[src/rtl/gesture_score_sequencer.sv]
// gesture_score_sequencer
// Runs one classification pass over the voxel-bin memory. It sweeps a shared
// cell address across the per-class weight ROMs and the voxel count buffer,
// multiply-accumulates one signed score per class, then selects the
// highest-scoring class and qualifies it against a programmable minimum.
//
// Ports:
//   clk, rst_n     clock, asynchronous active-low reset
//   start          one-cycle pass request, honoured only when idle
//   abort          cancel the pass in progress, no result produced
//   min_score      signed threshold for gesture_valid, sampled in ARGMAX
//   cell_addr      shared read address to weight ROMs and count buffer
//   rd_en          cell_addr is valid this cycle
//   weight_in      ROM outputs, class k at [k*WEIGHT_BITS +: WEIGHT_BITS]
//   count_in       voxel count, same one-cycle latency as the ROMs
//   busy           pass in progress (also freezes count buffer writes)
//   result_valid   one-cycle pulse when a new result is registered
//   gesture_class  winning class index
//   gesture_valid  best_score > min_score
//   best_score     winning accumulated score
module gesture_score_sequencer #(
  parameter int unsigned NUM_CELLS   = 1024,
  parameter int unsigned NUM_CLASSES = 4,
  parameter int unsigned WEIGHT_BITS = 8,
  parameter int unsigned COUNT_BITS  = 8,
  parameter int unsigned ACC_BITS    = 28
) (
  input  logic                                 clk,
  input  logic                                 rst_n,
  input  logic                                 start,
  input  logic                                 abort,
  input  logic signed [ACC_BITS-1:0]           min_score,
  output logic [$clog2(NUM_CELLS)-1:0]         cell_addr,
  output logic                                 rd_en,
  input  logic [NUM_CLASSES*WEIGHT_BITS-1:0]   weight_in,
  input  logic [COUNT_BITS-1:0]                count_in,
  output logic                                 busy,
  output logic                                 result_valid,
  output logic [$clog2(NUM_CLASSES)-1:0]       gesture_class,
  output logic                                 gesture_valid,
  output logic signed [ACC_BITS-1:0]           best_score
);

  localparam int unsigned ADDR_W = $clog2(NUM_CELLS);
  localparam int unsigned CLS_W  = $clog2(NUM_CLASSES);
  localparam int unsigned PROD_W = WEIGHT_BITS + COUNT_BITS + 1;
  localparam logic [ADDR_W-1:0] LAST_ADDR = ADDR_W'(NUM_CELLS - 1);

  typedef enum logic [1:0] {
    S_IDLE   = 2'd0,
    S_SWEEP  = 2'd1,
    S_DRAIN  = 2'd2,
    S_ARGMAX = 2'd3
  } state_t;

  state_t state_q, state_d;

  logic clear_acc;
  logic addr_load;
  logic addr_inc;
  logic do_result;

  // Read data arriving this cycle belongs to an address issued last cycle.
  logic data_vld_q;
  logic acc_en;

  logic signed [ACC_BITS-1:0] acc_q [NUM_CLASSES];
  logic signed [PROD_W-1:0]   prod  [NUM_CLASSES];

  logic [CLS_W-1:0]           win_idx;
  logic signed [ACC_BITS-1:0] win_val;
  logic                       win_ok;

  // State register
  always_ff @(posedge clk or negedge rst_n) begin
    if (!rst_n) state_q <= S_IDLE;
    else        state_q <= state_d;
  end

  // Next state and datapath strobes
  always_comb begin
    state_d   = state_q;
    clear_acc = 1'b0;
    addr_load = 1'b0;
    addr_inc  = 1'b0;
    do_result = 1'b0;
    case (state_q)
      S_IDLE: begin
        // abort beats a simultaneous start
        if (start && !abort) begin
          state_d   = S_SWEEP;
          clear_acc = 1'b1;
          addr_load = 1'b1;
        end
      end
      S_SWEEP: begin
        if (abort)                       state_d = S_IDLE;
        else if (cell_addr == LAST_ADDR) state_d = S_DRAIN;
        else                             addr_inc = 1'b1;
      end
      S_DRAIN: begin
        state_d = abort ? S_IDLE : S_ARGMAX;
      end
      S_ARGMAX: begin
        state_d   = S_IDLE;
        do_result = !abort;
      end
      default: state_d = S_IDLE;
    endcase
  end

  // Registered address/handshake outputs
  always_ff @(posedge clk or negedge rst_n) begin
    if (!rst_n) begin
      cell_addr  <= '0;
      rd_en      <= 1'b0;
      busy       <= 1'b0;
      data_vld_q <= 1'b0;
    end else begin
      if (addr_load)     cell_addr <= '0;
      else if (addr_inc) cell_addr <= cell_addr + ADDR_W'(1);
      rd_en      <= (state_d == S_SWEEP);
      busy       <= (state_d != S_IDLE);
      data_vld_q <= rd_en;
    end
  end

  // signed weight x zero-extended count; both operands widened to PROD_W first
  always_comb begin
    for (int k = 0; k < int'(NUM_CLASSES); k++) begin
      logic signed [PROD_W-1:0] w_ext;
      logic signed [PROD_W-1:0] c_ext;
      w_ext   = PROD_W'($signed(weight_in[k*WEIGHT_BITS +: WEIGHT_BITS]));
      c_ext   = $signed(PROD_W'(count_in));
      prod[k] = w_ext * c_ext;
    end
  end

  // Only accumulate while a pass is live, so data from an aborted read is dropped.
  assign acc_en = data_vld_q && ((state_q == S_SWEEP) || (state_q == S_DRAIN));

  // Per-class accumulators
  always_ff @(posedge clk or negedge rst_n) begin
    if (!rst_n) begin
      for (int k = 0; k < int'(NUM_CLASSES); k++) acc_q[k] <= '0;
    end else begin
      for (int k = 0; k < int'(NUM_CLASSES); k++) begin
        if (clear_acc)   acc_q[k] <= '0;
        else if (acc_en) acc_q[k] <= acc_q[k] + ACC_BITS'(prod[k]);
      end
    end
  end

  // Strict greater-than scan from class 0 so ties keep the lowest index.
  always_comb begin
    win_idx = '0;
    win_val = acc_q[0];
    for (int k = 1; k < int'(NUM_CLASSES); k++) begin
      if (acc_q[k] > win_val) begin
        win_idx = CLS_W'(k);
        win_val = acc_q[k];
      end
    end
    win_ok = (win_val > min_score);
  end

  // Result registers hold until the next result or reset
  always_ff @(posedge clk or negedge rst_n) begin
    if (!rst_n) begin
      result_valid  <= 1'b0;
      gesture_class <= '0;
      gesture_valid <= 1'b0;
      best_score    <= '0;
    end else begin
      result_valid <= do_result;
      if (do_result) begin
        gesture_class <= win_idx;
        gesture_valid <= win_ok;
        best_score    <= win_val;
      end
    end
  end

endmodule
[config.mk]
export PLATFORM = sky130hd
export DESIGN_NAME = gesture_score_sequencer
export DESIGN_NICKNAME = d
export VERILOG_FILES = /design/src/rtl/gesture_score_sequencer.sv
export SDC_FILE = /design/constraint.sdc
export NUM_CORES = 1
export LEC_CHECK = 0
export ABC_AREA = 1
export BUFFER_PORTS_ARGS = -buffer_cell sky130_fd_sc_hd__clkbuf_2
export CAP_MARGIN = 20
export CORE_ASPECT_RATIO = 1.25
export CORE_MARGIN = 2
export CORE_UTILIZATION = 55
export DETAILED_ROUTE_END_ITERATION = 7
export MAX_ROUTING_LAYER = met4
export PLACE_DENSITY = 0.75
export SLEW_MARGIN = 0
export SYNTH_ARGS = -nofsm -noshare
export SYNTH_HDL_FRONTEND = slang
export SYNTH_SLANG_ARGS = --single-unit
[constraint.sdc]
create_clock -name clk -period 20 [get_ports clk]
set_clock_uncertainty 0.2 [all_clocks]
set_input_delay 2 -clock clk [delete_from_list [all_inputs] [get_ports clk]]
set_output_delay 2 -clock clk [all_outputs]
set_load 0.05 [all_outputs]
# Word level (Yosys, flattened, before mapping)
# Cells that the tools add are included.
# word_totals
reg_bits	159
latchBits	0
mem_bits_rw	0
rom_bits	0
inputBits	72
out_inout_bits	44
elab_cells	66
memories	0
# op_classes
n_addsub	5
n_mul	4
div_mod_pow	0
magnitude_cmp	4
n_eq_ne	5
shift	0
muxes	27
n_bitwise	0
n_reduce_logical	8
# ops
operator	count
28-bit two-way mux	11
28-bit by 17-bit adder with 28-bit output	4
28-bit > comparator	4
8-bit by 9-bit multiplier with 17-bit output	4
10-bit two-way mux	2
2-bit two-way mux	6
10-bit by 1-bit adder with 10-bit output (second input constant)	1
10-bit == test (second input constant)	1
2-bit one-hot mux with 4 select lines	1
1-bit two-way mux	7
2-bit nonzero test	3
2-bit by 1-bit == test with 1-bit output (second input constant)	2
2-bit == test (second input constant)	2
1-bit logical AND	2
2-bit logical NOT	1
1-bit logical NOT	1
1-bit logical OR	1

# Longest topological paths before layout
# Gate-level depths: netlist of run 1.
# depth
word_depth	7
mapped_depth	63
mapped_depth_nobuf	59

# Least setup slack after synthesis of run 1
# OpenSTA, ideal clock, no wires.
# synth_path
path_kind	input -> register
from	input count_in[4]
to	register acc_q[106] (netlist bit)
setup_time_ns	0.130
arrival_time_ns	7.275
required_time_ns	19.670
setup_slack_ns	12.395
cell_stages	33
path_buffers	2
path_cell_list	clkbuf_1 buf_1 nand2_1 fa_1 fa_1 inv_1 ha_1 inv_1 fa_1 inv_1 ha_1 ha_1 inv_1 fa_1 nand3b_1 nand2_1 nand2_1 nand2_1 a21oi_1 nor2_1 nor2_1 o21ai_0 a21oi_1 o21ai_0 nand2_1 nand2_1 nand2_1 nand2_1 a21boi_0 o21ai_0 a21oi_1 o21ai_0 o21ai_0
# synth_between
elab_chain_len	4
# synth_rtl
item	line	source
from (decl)	36	input logic [COUNT_BITS-1:0] count_in,
8-bit by 9-bit multiplier with 17-bit output	135	prod[k] = w_ext * c_ext;
28-bit by 17-bit adder with 28-bit output	149	else if (acc_en) acc_q[k] <= acc_q[k] + ACC_BITS'(prod[k]);
28-bit two-way mux	149	
28-bit two-way mux	148	if (clear_acc) acc_q[k] <= '0;
to (signal, indexed assignment)	149	
to (decl)	67	logic signed [ACC_BITS-1:0] acc_q [NUM_CLASSES];
# No other way between the ends. The select of a mux whose other input is x is not followed.
# A chain may end at the register's enable or synchronous reset.

# Final worst setup path of run 1
# layout_path
from	register acc_q[111] (netlist bit)
to	register gesture_valid
# layout_between
elab_chain_len	7
# layout_rtl
item	line	source
28-bit > comparator	159	if (acc_q[k] > win_val) begin
28-bit two-way mux (*)	159	
28-bit > comparator	159	
28-bit two-way mux (*)	159	
28-bit > comparator	159	
28-bit two-way mux (*)	159	
via win_val[7]	71	logic signed [ACC_BITS-1:0] win_val;
28-bit > comparator (*)	164	win_ok = (win_val > min_score);
to (signal assigned)	178	gesture_valid <= win_ok;
to (decl)	40	output logic gesture_valid,
# The timed path passes the listed nets; every way through them passes the cells marked *.

==> results of run 1 <==
worst paths after layout:
check / from / endpoint / cells past startpoint
worst max-delay path: acc_q[111] / gesture_valid / 45
worst min-delay path: rd_en / data_vld_q / 0
worst max register to register: acc_q[111] / gesture_valid / 45
worst min register to register: rd_en / data_vld_q / 0
max in group asynchronous: rst_n / acc_q[85] / 2
min in group asynchronous: rst_n / cell_addr[0] / 1
cells in the mapped netlist, types with 6 or more instances:
library cell,count
nand2_2,12
xnor2_1,9
o221ai_1,8
clkbuf_1,54
nand3_2,41
o22ai_1,34
o21bai_1,7
inv_1,675
clkbuf_2,26
a21o_1,7
o31ai_1,18
fa_1,205
nor4_1,7
and2_1,55
nand3_1,95
xor2_1,32
buf_6,6
dfrtp_1,159
ha_1,482
a21oi_1,176
buf_1,9
nand2_1,707
nand4_1,23
nor3_1,7
o21ai_0,172
nor2_1,97
cell usage in the layout, fill, tap and decap left out, drive strengths merged, types with 4 or more instances in the layout:
| cell type | synthesis | layout |
|---|---|---|
| nor2 | 100 | 100 |
| buf | 24 | 16 |
| o22ai | 34 | 34 |
| o221ai | 8 | 8 |
| inv | 676 | 682 |
| nor3 | 8 | 8 |
| o21ai | 173 | 173 |
| o21a | 5 | 5 |
| ha | 482 | 482 |
| nand3 | 137 | 137 |
| nand4 | 23 | 23 |
| and2 | 55 | 55 |
| o21bai | 7 | 7 |
| xnor2 | 9 | 9 |
| fa | 205 | 205 |
| nor4 | 7 | 7 |
| nand2 | 720 | 720 |
| a211oi | 4 | 4 |
| xor2 | 32 | 32 |
| a21o | 7 | 7 |
| o311ai | 5 | 5 |
| dfrtp | 159 | 159 |
| o31ai | 18 | 18 |
| clkbuf | 81 | 133 |
| clkinv | 1 | 5 |
| a21oi | 176 | 176 |
flip-flops by register name, summed over array words and instances, names as in the netlist:
register       cells
acc_q            112
best_score        28
cell_addr         10
gesture_class      2
state_q            2
busy               1
data_vld_q         1
gesture_valid      1
rd_en              1
result_valid       1
final cells by class:
class	count	area (sq um)	share of cell area, %
Inverter	677	2540	9.69
Timing Repair Buffer	130	694	2.65
Clock inverter	13	174	0.663
Tap cell	572	716	2.73
Multi-Input combinational cell	2240	17700	67.4
Sequential cell	159	3980	15.2
Clock buffer	19	453	1.73
per-stage QoR:
step | cell area (sq um) | utilization [%] | cells
detailed placement | 25600 | 57.9 | 3778
global route | 26200 | 59.3 | 3810
floorplan | 24700 | - | 3181
finish | 26200 | 59.3 | 3810
CTS | 26200 | 59.3 | 3810
global placement | 25600 | 57.9 | 3778
cells by family after synthesis:
kind of cell / after synthesis / share of synthesized area (%)
buffers and inverters: 782 / 12.4
adder cells (fa/ha/maj): 687 / 41.0
AND/OR/NAND/NOR: 1059 / 18.9
AO/OA/AOI/OAI: 453 / 10.2
XOR/XNOR: 41 / 1.45
flip-flops: 159 / 16.1
critical path, delay by kind of cell, from the launching register on:
kind	cells	cell delay [ns]
fa+ha+maj	4	1.16
simple gates	25	4.39
flops	1	0.38
compound gates	11	2.27
buf+inv	5	1.54
metal layers:
metal  part of all wire [%]  vias to the layer above
met5                      0                        -
met4                    3.0                        0
met3                    4.9                      129
met2                     51                      613
met1                     41                    10200
li1                       -                    10200
==> run summary, run 1 <==
FILL cells -> 3995
Root buffer cell -> clkbuf_16
# hold bufs at CTS -> 0
Crit path largest cell delay -> 0.62 ns
Slowest cell on the critical path -> inv_1
Drt drc -> 0
Worst Max-Slew Pin Slew -> 1.00 ns
Fin nets -> 3984
Antenna-violating nets left -> 0
Layout cells sized above 1 -> 7.04%
Port buffer count -> 115
Core footprint -> 44200 sq um
Synth warnings -> 0
GRT overflow -> 0
Slew margin rel. -> 33.1%
Sequential fraction of the synthesis area -> 16.1%
Area of the die -> 46700 sq um
Setup slack after layout -> 9.94 ns
RSZ-0062 raised after global routing -> false
Post-Synthesis Cells -> 3181
Synth async-reset ratio -> 100%
Clock buffer depth -> 2
Total GRT Usage -> 30.0%
Routed wire length -> 66.3 mm
TritonCTS clock tree -> done
Drt first-iter violations -> 1187
Syn nets -> 3940
CP Launch Type -> flip-flop
Synth Area per Inst -> 7.77 sq um
Worst hold path type -> reg2reg
Post-cts resize count -> 0
Data required, critical path -> 20.20 ns
Rows -> 86
First-pass DRT Iterations -> 7
Dpl ws -> 10.05 ns
Largest net degree at the start of global routing -> 99
Clock sinks -> 159
Number of inserted diodes -> 0
Vias -> 21100
Setup TNS -> 0 ns
GR Util met3 -> 3.02%
Skew-Pair Late Insertion Delay -> 0.47 ns
Top FF cell, synth -> dfrtp_1
Hold slack final -> 0.197 ns
CP most frequent cell -> nand2_1
Met1 Use GR -> 35.9%
Post-CTS setup buffer count -> 0
Share of the cycle needed by the critical path after routing -> 50.3%
Area leader, netlist -> ha_1
H-Tree Depth -> 4
Gpl congestion -> 0.985
Yosys top cell area share -> 24.4%
GR peak layer -> met2
Inserted Clock Buffers -> 17
Mapped Area -> 24700 sq um
Synth cell types -> 55
Maxcap violations -> 0
Post-synth EDFFs -> 0
Status -> completed
GR Util met2 -> 52.9%
Vias/cell -> 5.54
Initial Util -> 55.9%
Critical path arrival -> 10.25 ns
Worst Setup End Kind -> flip-flop
Initial antenna violation count -> 0
Crit Path Category -> reg2reg
Crit path time final -> 10.06 ns
Layout area overhead -> 6.12%
Die Y -> 241 um
Critical path peak fanout -> 32
Max frequency -> 0.0994 GHz
Worst-path clk slew -> 0.07 ns
First-pass GRT wire length -> 108 mm
DR WL/cell -> 17.4 um
Vias in the first global route -> 21700
Dpl hpwl -> 52.9 mm
Slew Limit Fails -> 0
Final setup violation count -> 0
IO Pins -> 116
Synth area leaders -> ha_1, fa_1, dfrtp_1, nand2_1, inv_1
Flops & latches, synth -> 159
Flop2flop setup slack -> 9.94 ns
Final-report hold violation count -> 0
DIE WIDTH -> 194 um
Power of run 1 is left out: the tool's default activity adds up to more than one toggle a clock period on the data nets, which glitch-free logic cannot reach.
==> inputs of run 2 (changes only) <==
Settings changed: PLACE_DENSITY 0.75 to 0.77.
Clock period 20 ns to 9 ns, I/O delays scaled along.
==> run summary, run 2 (synthesized netlist as in run 1, its figures left out) <==
Gpl congestion -> 0.957
Placed inst area -> 25700 sq um
Vias -> 21100
Non-Filler Instances -> 3843
Leading cell type in the layout, fill and taps excluded -> nand2_1
Slew margin rel. -> 28.7%
Layout cells sized above 1 -> 8.32%
Drt drc -> 0
Critical path arrival -> 8.61 ns
Max reg flops -> 112
Dpl hpwl -> 50.3 mm
DR WL/cell -> 16.7 um
First-pass GRT wire length -> 104 mm
Maxcap violations -> 0
Drt first-iter violations -> 1172
Crit path largest cell delay -> 0.41 ns
Worst hold path type -> reg2reg
Initial Util -> 55.9%
Commonest cells after routing, fill and taps aside -> nand2_1, inv_1, ha_1
Share of the cycle needed by the critical path after routing -> 93.4%
Slew Limit Fails -> 0
Root buffer cell -> clkbuf_16
Worst Max-Slew Pin Slew -> 1.07 ns
DIE WIDTH -> 194 um
Worst Setup End Kind -> flip-flop
IO Pins -> 116
Largest net degree at the start of global routing -> 91
Layout area overhead -> 7.69%
Post-Place Cells -> 3785
Vias in the first global route -> 21000
Number of inserted diodes -> 0
Dpl ws -> -0.0640 ns
Die Y -> 241 um
Final-report hold violation count -> 0
Fin nets -> 4017
First-pass DRT Iterations -> 5
Initial antenna violation count -> 0
Skew-Pair Late Insertion Delay -> 0.47 ns
Rows -> 86
Finished Core Util -> 60.2%
Core footprint -> 44200 sq um
Most flop-heavy register -> acc_q
Area of the die -> 46700 sq um
# hold bufs at CTS -> 0
Port buffer count -> 115
TritonCTS clock tree -> done
GRT overflow -> 0
Vias/cell -> 5.49
Total GRT Usage -> 28.6%
Crit Path Category -> reg2reg
Routed wire length -> 64.2 mm
Antenna-violating nets left -> 0
Crit path time final -> 8.41 ns
Hold Path Cell Cnt -> 0
CP most frequent cell -> nand2_1
Slowest cell on the critical path -> a2111o_1
Max frequency -> 0.119 GHz
CP Launch Type -> flip-flop
Setup slack after layout -> 0.591 ns
Status -> completed
Design Area, Final -> 26600 sq um
Critical path peak fanout -> 29
Clock buffer depth -> 2
H-Tree Depth -> 4
Worst-path clk slew -> 0.07 ns
Reg2Reg Depth -> 50
Clock sinks -> 159
Data required, critical path -> 9.20 ns
Inserted Clock Buffers -> 17
Leading registers by flop count -> acc_q (112), best_score (28), cell_addr (10)
Final setup violation count -> 0
==> run 2: changes by cell type in the layout (fill, tap and decap cells not counted), sizes merged <==
cell and delta:
clkinvlp +2, buf +30, nand3 +2, clkbuf +1
inv -4, clkinv +1, nand2 +1
==> run 2: layout make-up <==
type,instances,area (sq um)
Clock buffer,20,447
Clock inverter,12,159
Fill cell,3927,17600
Inverter,677,2540
Multi-Input combinational cell,2243,17800
Sequential cell,159,3980
Tap cell,572,716
Timing Repair Buffer,160,960
==> run 2: metal layers <==
layer | track usage [%] | routed length (um)
met5 | - | 0
met4 | 11.1 | 2480
met2 | 50.3 | 32500
met1 | 34.0 | 26000
met3 | 2.59 | 3300
==> run 2: final timing paths <==
| kind | to | startpoint | slack, ns |
|---|---|---|---|
| hold reg to reg | data_vld_q | rd_en | 0.19 |
| min in group asynchronous | cell_addr[3] | rst_n | 0.30 |
| setup / recovery | gesture_valid | acc_q[111] | 0.59 |
| setup reg to reg | gesture_valid | acc_q[111] | 0.59 |
| hold / removal | data_vld_q | rd_en | 0.19 |
| max in group asynchronous | acc_q[9] | rst_n | 6.74 |
==> run 2: critical path, delay by kind of cell (launching register included) <==
family	cells	cell delay, ns
AO/OA/AOI/OAI	12	2.15
adder cells (fa/ha/maj)	4	1.11
buffers and inverters	9	1.25
flip-flops	1	0.39
AND/OR/NAND/NOR	25	3.25
==> run 2: metrics by stage <==
stage | TNS [ns] | hold slack [ns]
global placement | 0 | 0.161
finish | 0 | 0.194
global route | -0.0518 | 0.216
CTS | 0 | 0.205
detailed placement | -0.0640 | 0.197
floorplan | 0 | 0.274
==> run 2: what timing repair did <==
action                                  4_1_cts  5_1_grt
buffers inserted                              0       23
resized for setup                             3       48
gates cloned                                  0        3
endpoints found under the setup margin        1        1
pin swaps                                     0        8
hold endpoints to repair                      0        0
Power of run 2 is left out for the same reason.
==> inputs of run 3 (changes only) <==
==> constraint.sdc (replaced) <==
create_clock -name clk -period 9 [get_ports clk]
set_clock_uncertainty 0.2 [all_clocks]
set_input_delay 1.35 -clock clk [delete_from_list [all_inputs] [get_ports clk]]
set_output_delay 1.35 -clock clk [all_outputs]
set_load 0.05 [all_outputs]
==> run summary, run 3 (synthesized netlist as in run 1, its figures left out) <==
Crit Path Category -> reg2reg
Clock sinks -> 159
Crit path time final -> 8.65 ns
TritonCTS clock tree -> done
Antenna-violating nets left -> 0
Fin nets -> 4016
Dpl hpwl -> 50.8 mm
DR WL/cell -> 17.0 um
# hold bufs at CTS -> 0
Worst Setup End Kind -> flip-flop
Core footprint -> 44200 sq um
Worst Max-Slew Pin Slew -> 1.05 ns
Vias -> 21200
Clock buffer depth -> 2
Inserted Clock Buffers -> 17
Worst-path clk slew -> 0.08 ns
Largest net degree at the start of global routing -> 91
Initial antenna violation count -> 0
Rows -> 86
Placed inst area -> 25700 sq um
Hold Path Cell Cnt -> 0
Critical R2R Launch -> acc_q[111]
Terminus of the critical flop-to-flop path -> gesture_valid
DIE WIDTH -> 194 um
Critical path peak fanout -> 29
Hold path startpoint -> rd_en
Number of inserted diodes -> 0
IO Pins -> 116
Vias/cell -> 5.51
Crit path largest cell delay -> 0.46 ns
Flop2flop setup slack -> 0.35 ns
Critical path arrival -> 8.85 ns
Layout cells sized above 1 -> 8.47%
Buffer and inverter count on the worst path -> 9
Max frequency -> 0.116 GHz
CP most frequent cell -> nand2_1
Drt drc -> 0
GRT overflow -> 0
Leading cell type in the layout, fill and taps excluded -> nand2_1
Design Area, Final -> 26700 sq um
Leading registers by flop count -> acc_q (112), best_score (28), cell_addr (10)
Reg2Reg Depth -> 49
Skew-Pair Late Insertion Delay -> 0.47 ns
Top delay family on crit path -> simple AND/OR/NAND/NOR gates
Drt first-iter violations -> 1153
Share of the cycle needed by the critical path after routing -> 96.1%
H-Tree Depth -> 4
CP Launch Type -> flip-flop
First-pass DRT Iterations -> 5
Area of the die -> 46700 sq um
Routed wire length -> 65.2 mm
Max reg flops -> 112
Commonest cells after routing, fill and taps aside -> nand2_1, inv_1, ha_1
Root buffer cell -> clkbuf_16
Most flop-heavy register -> acc_q
Data required, critical path -> 9.20 ns
Worst hold path type -> reg2reg
Die Y -> 241 um
Maxcap violations -> 0
Vias in the first global route -> 21300
Final setup violation count -> 0
Total GRT Usage -> 28.8%
Gpl congestion -> 0.956
Layout area overhead -> 7.83%
Initial Util -> 55.9%
Hold Path Sink -> data_vld_q
First-pass GRT wire length -> 105 mm
Port buffer count -> 115
Slew margin rel. -> 29.7%
Status -> completed
Slew Limit Fails -> 0
Final-report hold violation count -> 0
Slowest cell on the critical path -> a2111o_1
-- run 3: how the worst max path moves through the flow --
stage | startpoint | end | slack (ns) | cells after the start
2_1_floorplan | acc_q[111] | gesture_valid | 1.49 | 46
3_3_place_gp | acc_q[111] | gesture_valid | 0.17 | 50
3_5_place_dp | acc_q[78] | gesture_valid | -0.09 | 54
4_1_cts | acc_q[111] | gesture_valid | 0.08 | 52
5_1_grt | acc_q[108] | gesture_valid | -0.09 | 46
6_report | acc_q[111] | gesture_valid | 0.35 | 49
-- run 3: what timing repair did --
action	CTS	global route
gates resized for setup	7	42
endpoints found under the setup margin	1	1
gates cloned	0	4
pin swaps	1	10
setup buffers	0	17
-- run 3: final cells by class --
class | instances | area, sq um
clock inverters | 14 | 133
multi-input cells | 2242 | 17800
fillers | 3935 | 17600
clock buffers | 18 | 429
repair buffers | 160 | 1030
flip-flops and latches | 159 | 3980
well taps | 572 | 716
inverters | 677 | 2540
-- run 3: stage by stage --
| step | TNS [ns] | setup slack, ns | cells | hold slack, ns | utilization (%) |
|---|---|---|---|---|---|
| floorplan | 0 | 1.49 | 3181 | 0.274 | - |
| global placement | 0 | 0.168 | 3789 | 0.161 | 58.1 |
| detailed placement | -0.0876 | -0.0876 | 3789 | 0.175 | 58.1 |
| CTS | 0 | 0.0846 | 3821 | 0.187 | 59.4 |
| global route | -0.0870 | -0.0870 | 3842 | 0.198 | 60.3 |
| finish | 0 | 0.349 | 3842 | 0.185 | 60.3 |
-- run 3: per-layer routing --
layer  share of wire, %  GRT usage, %  vias up
li1                   -             -    10200
met1                 41          33.7    10100
met2                 51          51.6      643
met3                4.3          2.42      158
met4                3.8          11.0        0
met5                  0             -        -
-- run 3: worst register-to-register path, delay by kind of cell (launching register included) --
family,cells,cell delay (ns)
compound gates,12,2.21
flops,1,0.38
fa+ha+maj,4,1.15
simple gates,24,3.33
buf+inv,9,1.30
Power of run 3 is left out for the same reason.
